## config.mk

```make
export PLATFORM = sky130hd
export DESIGN_NAME = clk_div_multi
export DESIGN_NICKNAME = d
export VERILOG_FILES = /design/src/rtl/clk_div_pkg.sv /design/src/rtl/clk_div_chan.sv /design/src/rtl/clk_div_multi.sv
export SDC_FILE = /design/constraint.sdc
export NUM_CORES = 1
export LEC_CHECK = 0
export CORE_MARGIN = 8
export CORE_UTILIZATION = 60
export DETAILED_ROUTE_END_ITERATION = 10
export GPL_TIMING_DRIVEN = 0
export MAX_ROUTING_LAYER = met4
export PLACE_DENSITY = 0.8
export SLEW_MARGIN = 0
export SYNTH_ARGS = -nofsm -noshare
export SYNTH_HDL_FRONTEND = slang
export SYNTH_HIERARCHICAL = 1
export SYNTH_SLANG_ARGS = --single-unit
export TNS_END_PERCENT = 1
```

## constraint.sdc

```tcl
create_clock -name clk_in -period 4.2 [get_ports clk_in]
set_clock_uncertainty 0.1 [all_clocks]
set_input_delay 1.26 -clock clk_in [delete_from_list [all_inputs] [get_ports clk_in]]
set_output_delay 1.26 -clock clk_in [all_outputs]
set_load 0.02 [all_outputs]
```

## src/rtl/clk_div_pkg.sv

```systemverilog
// Shared constants and helpers for the multi-channel fan-controller clock divider.
// The ratio constants assume the fan controller's 50 MHz system clock.
package clk_div_pkg;

    localparam int CNT_W_DFLT       = 32;
    localparam int DEFAULT_DIV_DFLT = 1000;

    localparam int DIV_MAX_CH  = 16;
    localparam int DIV_MAX_W   = 64;
    localparam int DIV_BUS_MAX = DIV_MAX_CH * DIV_MAX_W;

    localparam int unsigned SYS_CLK_HZ = 50_000_000;
    localparam int unsigned DIV_100HZ  = SYS_CLK_HZ / 100;
    localparam int unsigned DIV_1KHZ   = SYS_CLK_HZ / 1_000;
    localparam int unsigned DIV_25KHZ  = SYS_CLK_HZ / 25_000;

    // Returns channel ch's slice of a flattened divisor bus; the caller narrows it to its width.
    function automatic logic [DIV_MAX_W-1:0] div_slice(
        input logic [DIV_BUS_MAX-1:0] bus,
        input int                     ch,
        input int                     w
    );
        return DIV_MAX_W'(bus >> (ch * w));
    endfunction

endpackage

```

## src/rtl/clk_div_chan.sv

```systemverilog
// One divider channel: period counter, active/pending divisor and registered
// tick / square-wave outputs. Divisor changes are applied only at a period boundary.
module clk_div_chan
    import clk_div_pkg::*;
#(
    parameter int               CNT_W   = CNT_W_DFLT,
    parameter logic [CNT_W-1:0] RST_DIV = CNT_W'(DEFAULT_DIV_DFLT)
) (
    input  logic             clk_in,
    input  logic             rst_n,
    input  logic             sync_clr,
    input  logic [CNT_W-1:0] div_val,
    input  logic             div_load,
    output logic             tick,
    output logic             clk_out,
    output logic             pend
);

    logic [CNT_W-1:0] cnt;
    logic [CNT_W-1:0] act;
    logic [CNT_W-1:0] nxt;
    logic             pv;

    logic             act_nz;
    logic [CNT_W-1:0] last;
    logic             wrap;
    logic             hi_half;
    logic             tick_p1;
    logic             clk_p1;

    // act-1 is only formed for a nonzero divisor so the compare never sees an underflow.
    assign act_nz  = (act != '0);
    assign last    = act_nz ? (act - CNT_W'(1)) : '0;
    assign wrap    = act_nz && (cnt == last);
    assign hi_half = (act > CNT_W'(1)) && (cnt >= (act >> 1));

    always_ff @(posedge clk_in or negedge rst_n) begin
        if (!rst_n) begin
            cnt     <= '0;
            act     <= RST_DIV;
            nxt     <= '0;
            pv      <= 1'b0;
            tick_p1 <= 1'b0;
            clk_p1  <= 1'b0;
        end else begin
            if (div_load) begin
                nxt <= div_val;
            end

            if (sync_clr || wrap) begin
                // A load landing on the boundary bypasses nxt and takes effect right here.
                if (div_load) begin
                    act <= div_val;
                end else if (pv) begin
                    act <= nxt;
                end
                cnt <= '0;
                pv  <= 1'b0;
            end else if (!act_nz) begin
                // Disabled channel: a pending divisor goes live without waiting for a wrap.
                if (pv) begin
                    act <= nxt;
                end
                cnt <= '0;
                pv  <= div_load;
            end else begin
                cnt <= cnt + CNT_W'(1);
                if (div_load) begin
                    pv <= 1'b1;
                end
            end

            // ---- output stage p1 ----
            tick_p1 <= !sync_clr && wrap;
            clk_p1  <= !sync_clr && hi_half;
        end
    end

    assign tick    = tick_p1;
    assign clk_out = clk_p1;
    assign pend    = pv;

endmodule

```

## src/rtl/clk_div_multi.sv

```systemverilog
// Multi-channel programmable clock divider: NUM_CH independent channels sharing
// one clock, with a global sync_clr that realigns every channel to count zero.
module clk_div_multi
    import clk_div_pkg::*;
#(
    parameter int              NUM_CH      = 4,
    parameter int              CNT_W       = CNT_W_DFLT,
    parameter longint unsigned DEFAULT_DIV = DEFAULT_DIV_DFLT
) (
    input  logic                    clk_in,
    input  logic                    rst_n,
    input  logic [NUM_CH*CNT_W-1:0] div_in,
    input  logic [NUM_CH-1:0]       div_load,
    input  logic                    sync_clr,
    output logic [NUM_CH-1:0]       tick,
    output logic [NUM_CH-1:0]       clk_out,
    output logic [NUM_CH-1:0]       pend
);

    if (NUM_CH < 1 || NUM_CH > DIV_MAX_CH) begin : g_bad_num_ch
        $error("clk_div_multi: NUM_CH must be in 1..%0d", DIV_MAX_CH);
    end
    if (CNT_W < 1 || CNT_W > DIV_MAX_W) begin : g_bad_cnt_w
        $error("clk_div_multi: CNT_W must be in 1..%0d", DIV_MAX_W);
    end

    logic [DIV_BUS_MAX-1:0] div_bus;
    logic [NUM_CH-1:0]      clr_fan;

    assign div_bus = DIV_BUS_MAX'(div_in);
    assign clr_fan = {NUM_CH{sync_clr}};

    for (genvar i = 0; i < NUM_CH; i++) begin : g_ch
        logic [CNT_W-1:0] div_val;

        assign div_val = CNT_W'(div_slice(div_bus, i, CNT_W));

        clk_div_chan #(
            .CNT_W   (CNT_W),
            .RST_DIV (CNT_W'(DEFAULT_DIV))
        ) u_chan (
            .clk_in   (clk_in),
            .rst_n    (rst_n),
            .sync_clr (clr_fan[i]),
            .div_val  (div_val),
            .div_load (div_load[i]),
            .tick     (tick[i]),
            .clk_out  (clk_out[i]),
            .pend     (pend[i])
        );
    end

endmodule

```

==> results of run 1 <==
[per-stage QoR]
| stage | cell area, um2 | total power (uW) |
|---|---|---|
| global route | 33100 | 12300 |
| floorplan | 28900 | 6650 |
| global placement | 31100 | 7470 |
| detailed placement | 31200 | 7620 |
| finish | 33100 | 11700 |
| CTS | 32800 | 11700 |
[final cells by class]
cell class / count / area, um2 / share of cell area
Antenna cell: 1 / 2.50 / 0.0000755
Buffer: 197 / 960 / 0.0290
Clock buffer: 60 / 1220 / 0.0369
Clock inverter: 20 / 255 / 0.00770
Inverter: 163 / 612 / 0.0185
Multi-Input combinational cell: 2413 / 17600 / 0.533
Sequential cell: 396 / 9950 / 0.300
Tap cell: 615 / 769 / 0.0232
Timing Repair Buffer: 173 / 1720 / 0.0519
[routing by layer]
layer  wire length, um  share of wire  vias to the layer above
li1                  -              -                    11900
met1             38200           0.44                    12600
met2             39800           0.46                      952
met3              5000          0.058                      197
met4              3020          0.035                        0
met5                 0              0                        -
[how the worst min path moves through the flow]
stage	start	endpoint	slack (ns)	cells after the start
after CTS	rst_n	g_ch[1].u_chan/nxt[18]	0.41	1
after global placement	g_ch[2].u_chan/nxt[31]	g_ch[2].u_chan/nxt[31]	0.41	1
after detailed placement	g_ch[0].u_chan/nxt[7]	g_ch[0].u_chan/nxt[7]	0.42	1
after floorplan	g_ch[0].u_chan/cnt[0]	g_ch[0].u_chan/cnt[0]	0.40	1
final	rst_n	g_ch[1].u_chan/nxt[18]	0.42	1
after global routing	rst_n	g_ch[1].u_chan/nxt[18]	0.42	1
[cells by family (layout without fill, tap and decap cells)]
logic type               Yosys count  count (layout)  share of synthesized area
AO/OA/AOI/OAI                    619             619                      0.131
XOR/XNOR                         239             239                     0.0734
flip-flops                       396             396                      0.344
other                              0               1                          0
multiplexers                     407             407                      0.147
adder cells (fa/ha/maj)          136             136                     0.0589
buffers and inverters            364             613                     0.0543
AND/OR/NAND/NOR                 1012            1012                      0.192
[power by group through the flow]
stage | logic (uW) | clock network, uW | registers, uW
final | 3090 | 3980 | 4660
after detailed placement | 2940 | 0 | 4680
after global placement | 2810 | 0 | 4660
after floorplan | 2110 | 0 | 4530
after global routing | 3380 | 4190 | 4700
after CTS | 3000 | 4060 | 4630
[flip-flops by register name, summed over array words and instances, names as in the netlist]
name                 flops
g_ch.u_chan/nxt        128
g_ch.u_chan/act        128
g_ch.u_chan/pend         4
g_ch.u_chan/cnt        128
g_ch.u_chan/tick         4
g_ch.u_chan/clk_out      4
[cells in the mapped netlist, drive strengths merged (11+ instances only)]
cell type and n:
dfrtp 372, a21oi 334, nor2 320, mux2i 276
inv 161, xnor2 156, clkbuf 142, ha 136
mux2 131, nor3 105, nand2 103, nand3 90
nand4 82, xor2 81, nor4 77, o21ai 69
buf 59, and3 40, a21o 38, or4 32
nand2b 28, nor2b 28, or3 27, dfstp 24
and4 21, a31oi 19, o31ai 15, a211oi 14
o211ai 14, and2 11, nor4b 11, o31a 11
[what timing repair did]
action | CTS | global route
resized for setup | 23 | 43
endpoints found under the setup margin | 210 | 220
buffers inserted | 7 | 21
pin swaps | 3 | 16
[worst max-delay path, cell delays in order (launching register included)]
cell       delay (ns)
dfrtp_1          0.37
buf_6            0.14
or4_4            0.55
nor2_4           0.14
o2111ai_2        0.14
a211oi_2         0.32
or4b_4           0.50
or4b_1           0.52
or4_4            0.56
o21a_1           0.20
buf_6            0.16
buf_6            0.17
mux2i_2          0.16
==> impl_results.md, run 1 <==
* Fillers at roughly 3.7k
* Syn Inst Count at about 3.2k
* Final Core Density at 0.695
* # DRC at 0
* Hold WS at approximately 0.42 ns
* DR vias/cell at 6.36
* P_int at 7860 uW
* Hold WC Path Type: in2async
* Sequential share of power at 0.397
* Syn nets at 3444
* Clk root buf: clkbuf_16
* Fin. max-slew vios at 0
* Slew margin rel. at 0.235
* Sw frac at 0.330
* Crit path DAT at 4.53 ns
* Setup violations, final at 0
* Status: completed
* Post-synth top area cell: dfrtp_1
* Clock buffer depth at 3
* Yosys cell types at ~90
* Final WL at 86000 um
* Vias at 25.7k
* WL/cell at between 20 and 25 um
* Final nets at 3659
* R2R setup slack at 0.04 ns
* CTS Buf Count at 44
* Crit path to: g_ch[1].u_chan/act[14]
* Clock slew at reported path FFs at 0.06 ns
* Initial Utilization at 0.607
* Worst Path Max Fanout at 10
* R2R depth at 12
* Worst R2R End: g_ch[1].u_chan/act[14]
* Rows at 80
* Post-synth EDFFs at 0
* Worst r2r src: g_ch[1].u_chan/act[13]
* Worst Max-Slew Pin Slew at around 1.1 ns
* Largest net degree at the start of global routing at 126
* Grt total ovfl at 0
* Met1 GRT Util at 0.409
* CP startpoint: g_ch[1].u_chan/act[13]
* Critical path class: reg2reg
* Maxcap violations at 0
* Most frequent cells in the layout: dfrtp_1 (367), a21oi_1 (334), nor2_1 (288)
* Cell Area, Synth at 0.0289 mm2
* RSZ-0062 raised after global routing: yes
* #FFs+latches synth at 396
* Gate power share at 0.263
* Gp weighted congestion at 0.986
* Routed Antenna Nets at 0
* Fmax at approximately 240 MHz
* Fin cells at 4038
* I/O pins at 147
* Die Y at 236 um
* Fin crit share at 0.990
* Core Region at between 0.04 and 0.05 mm2
* Synth top area cells: dfrtp_1 (32%), mux2i_1 (9.6%), ha_1 (5.9%)
* H-tree depth at 2
* Main flop type after synthesis: dfrtp_1
* Static leakage at 0.0140 uW
* Power Density at around 350 mW/mm2
* Sw power at 3860 uW
* Gr busiest metal: met2
* Die width at about 240 um
* Asr flop ratio synth at 1.00
* DR iter-0 viols at 2079
* GR Util met2 at 0.488
* CP required at 4.57 ns
* GRT Total Usage at 0.310
* Initial antenna violation count at 1
* Yosys top cell area share at 0.322
* Max IR drop VDD at 0.344 mV
* Register area share after synthesis at 0.344
* Avg Cell Area, Syn at around 9.1 um2
* Critical path capture point type: flop
* First-pass GRT wire length at ~140000 um
* Cell count after placement at around 3.9k
* I/O Buffers at 142
* First drt pass iteration count at 5
* Vias in the first global route at 25.9k
* Final min period at 4.16 ns
* Clk pwr share at 0.339
* YS warnings at 6
* Commonest non-fill, non-tap cell in the layout: dfrtp_1
* CTS tree: yes
* Final worst slack at about 0.042 ns
* # clock sinks at 396
* Hold_buf cts at 0
* Setup TNS at 0 ns
* Die area at about 0.055 mm2
* Met3 usage at 0.0434
* Share of cells above drive strength 1 at 0.126
* Pre-CTS setup slack at -0.397 ns
* Hold Vio Cnt, Final at 0
* DP HPWL at 64400 um
* Synthesis-to-layout area growth at 14.6%
* Later-pin clock latency in the skew report at just under 0.6 ns
* Setup crit start kind: flop
Power figures use the tool's default switching activity.
==> run 2, diff against run 1 <==
--- a/config.mk
+++ b/config.mk
@@ -6,11 +6,11 @@
 export NUM_CORES = 1
 export LEC_CHECK = 0
 export CORE_MARGIN = 8
-export CORE_UTILIZATION = 60
+export CORE_UTILIZATION = 56
 export DETAILED_ROUTE_END_ITERATION = 10
 export GPL_TIMING_DRIVEN = 0
 export MAX_ROUTING_LAYER = met4
-export PLACE_DENSITY = 0.8
+export PLACE_DENSITY = 0.78
 export SLEW_MARGIN = 0
 export SYNTH_ARGS = -nofsm -noshare
 export SYNTH_HDL_FRONTEND = slang
==> constraint.sdc (replaced) <==
create_clock -name clk_in -period 3.7 [get_ports clk_in]
set_clock_uncertainty 0.1 [all_clocks]
set_input_delay 1.11 -clock clk_in [delete_from_list [all_inputs] [get_ports clk_in]]
set_output_delay 1.11 -clock clk_in [all_outputs]
set_load 0.02 [all_outputs]
==> impl_results.md, run 2 (same netlist as run 1, synthesis figures left out) <==
* Status: finished, violations left
* Violated checks: setup timing
* Synthesis-to-layout area growth at 18.7%
* R2R depth at 12 (unchanged)
* Vias in the first global route at 26.5k (+2.1%)
* Clock slew at reported path FFs at 0.06 ns (about the same)
* Most frequent cells in the layout: dfrtp_1 (361), a21oi_1 (334), nor2_1 (285)
* WL/cell at 21.1 um (-0.68%)
* First drt pass iteration count at 8 (+3)
* Final min period at 3.90 ns (-0.260 ns)
* Share of cells above drive strength 1 at 0.160 (+0.0338)
* Final WL at 88000 um (+2.3%)
* GRT Total Usage at 0.295 (-0.0148)
* Fmax at 257 MHz (+6.7%)
* Die area at 0.0592 mm2 (+6.7%)
* Routed Antenna Nets at 0 (unchanged)
* RSZ-0062 raised after global routing: yes
* Worst R2R End: g_ch[1].u_chan/act[6]
* CTS tree: yes
* Top flop regs: g_ch.u_chan/act x128, g_ch.u_chan/cnt x128, g_ch.u_chan/nxt x128
* Setup violations, final at 207 (+207)
* CTS Buf Count at 43 (-2.3%)
* Clk root buf: clkbuf_16
* CP required at 4.09 ns (-0.48 ns)
* DR iter-0 viols at 2087 (+0.38%)
* Setup crit start kind: flop
* Worst r2r src: g_ch[1].u_chan/act[13]
* Fin. max-slew vios at 0 (unchanged)
* Hold Vio Cnt, Final at 0 (unchanged)
* # DRC at 0 (unchanged)
* Rows at 83 (+3.8%)
* Grt total ovfl at 0 (unchanged)
* Die width at 243 um (+3.3%)
* Hold WC Path Type: in2async
* I/O Buffers at 142 (unchanged)
* Worst Path Max Fanout at 10 (unchanged)
* Power Density at 399 mW/mm2 (+13%)
* Initial Utilization at 0.565 (-0.0421)
* Critical path capture point type: flop
* Diodes inserted at 0 (-1)
* Vias at 26.2k (+2.0%)
* Static leakage at 0.0145 uW (+3.3%)
* Commonest non-fill, non-tap cell in the layout: dfrtp_1
* DP HPWL at 64100 um (-0.45%)
* Clock buffer depth at 3 (unchanged)
* CP startpoint: g_ch[1].u_chan/act[13]
* Crit path to: g_ch[1].u_chan/act[6]
* First-pass GRT wire length at 141000 um (+1.9%)
* Fin crit share at 1.05 (+0.0635)
* Gp weighted congestion at 0.969 (-1.7%)
* Later-pin clock latency in the skew report at 0.59 ns (about the same)
* DR vias/cell at 6.30 (-0.96%)
* R2R setup slack at -0.20 ns (-0.24 ns)
* Max IR drop VDD at 0.390 mV (+13%)
* # clock sinks at 396 (unchanged)
* Critical path class: reg2reg
* Largest net degree at the start of global routing at 121 (-4.0%)
* Hold WS at 0.389 ns (-0.0336 ns)
* H-tree depth at 2 (unchanged)
* Setup TNS at -15.42 ns (-15.42 ns)
* Initial antenna violation count at 0 (-1)
* Fillers at 4045 (+9.7%)
* Final worst slack at -0.199 ns (-0.240 ns)
* I/O pins at 147 (unchanged)
* Maxcap violations at 0 (unchanged)
* Die Y at 243 um (+3.3%)
* Worst Max-Slew Pin Slew at 1.33 ns (+0.189 ns)
* Slew margin rel. at 0.109 (-0.126)
* Crit path DAT at 4.29 ns (-0.24 ns)
* Final nets at 3719 (+1.6%)
* Core Region at 0.0512 mm2 (+7.5%)
[run 2: cell count changes in the layout (fill, tap and decap cells not counted), moves of 7 or more]
| cell | delta |
|---|---|
| buf_2 | -7 |
| nor4_1 | -15 |
| buf_4 | +59 |
| clkbuf_1 | -10 |
| or4_1 | -7 |
| or4_4 | +7 |
| buf_12 | +8 |
| nor4_2 | +9 |
[run 2: stage by stage]
stage | instances | setup slack (ns) | power [uW] | utilization | cell area (um2)
2_1_floorplan | 3173 | -0.0187 | 7550 | - | 28900
3_3_place_gp | 3995 | -15.50 | 8460 | 0.609 | 31200
3_5_place_dp | 3998 | -0.939 | 8640 | 0.611 | 31300
4_1_cts | 4141 | -0.126 | 13600 | 0.663 | 33900
5_1_grt | 4160 | -0.267 | 14300 | 0.670 | 34300
6_report | 4160 | -0.199 | 13700 | 0.670 | 34300
[run 2: worst min-delay path by stage]
stage                     cells past startpoint                     end  slack, ns
after global placement                        1  g_ch[0].u_chan/nxt[16]       0.41
after global routing                          1   g_ch[1].u_chan/act[2]       0.42
after detailed placement                      1   g_ch[3].u_chan/nxt[0]       0.42
after floorplan                               1   g_ch[0].u_chan/cnt[0]       0.40
after CTS                                     1   g_ch[1].u_chan/act[2]       0.38
final                                         1   g_ch[1].u_chan/act[2]       0.39
[run 2: layer usage]
layer,track usage,vias to the layer above,share of wire
met3,0.0359,218,0.058
met2,0.471,955,0.48
met5,-,-,0
met4,0.108,0,0.036
li1,-,12100,-
met1,0.384,13000,0.43
[run 2: worst max-delay path: stages, from the launching register on]
cell	delay, ns
dfrtp_1	0.37
buf_6	0.12
or4_4	0.50
nor2_4	0.12
o2111ai_2	0.12
a211oi_2	0.28
or4b_4	0.51
or4b_1	0.52
or4_4	0.45
o21a_1	0.20
buf_6	0.15
buf_12	0.16
mux2i_1	0.20
[run 2: what timing repair did]
action,CTS,global route
endpoints found under the hold margin,0,0
gates cloned,1,0
hold buffers,0,0
buffers inserted,79,23
endpoints found under the setup margin,264,263
pin swaps,71,22
gates resized for setup,141,58
[run 2: cell type report]
type | count | area (um2) | share of cell area
buffer | 188 | 1060 | 0.0308
clock buffer | 64 | 1260 | 0.0366
clock inverter | 13 | 250 | 0.00729
inverter | 163 | 612 | 0.0178
multi-input combinational | 2413 | 18000 | 0.526
sequential | 396 | 9950 | 0.290
tap | 680 | 851 | 0.0248
timing repair buffer | 243 | 2300 | 0.0669
[run 2: power breakdown]
group          leakage, uW  internal (uW)  switching [uW]
logic              0.00880           1630            2070
registers          0.00493           4760             574
clock network     0.000732           2840            1830
total               0.0145           9230            4470
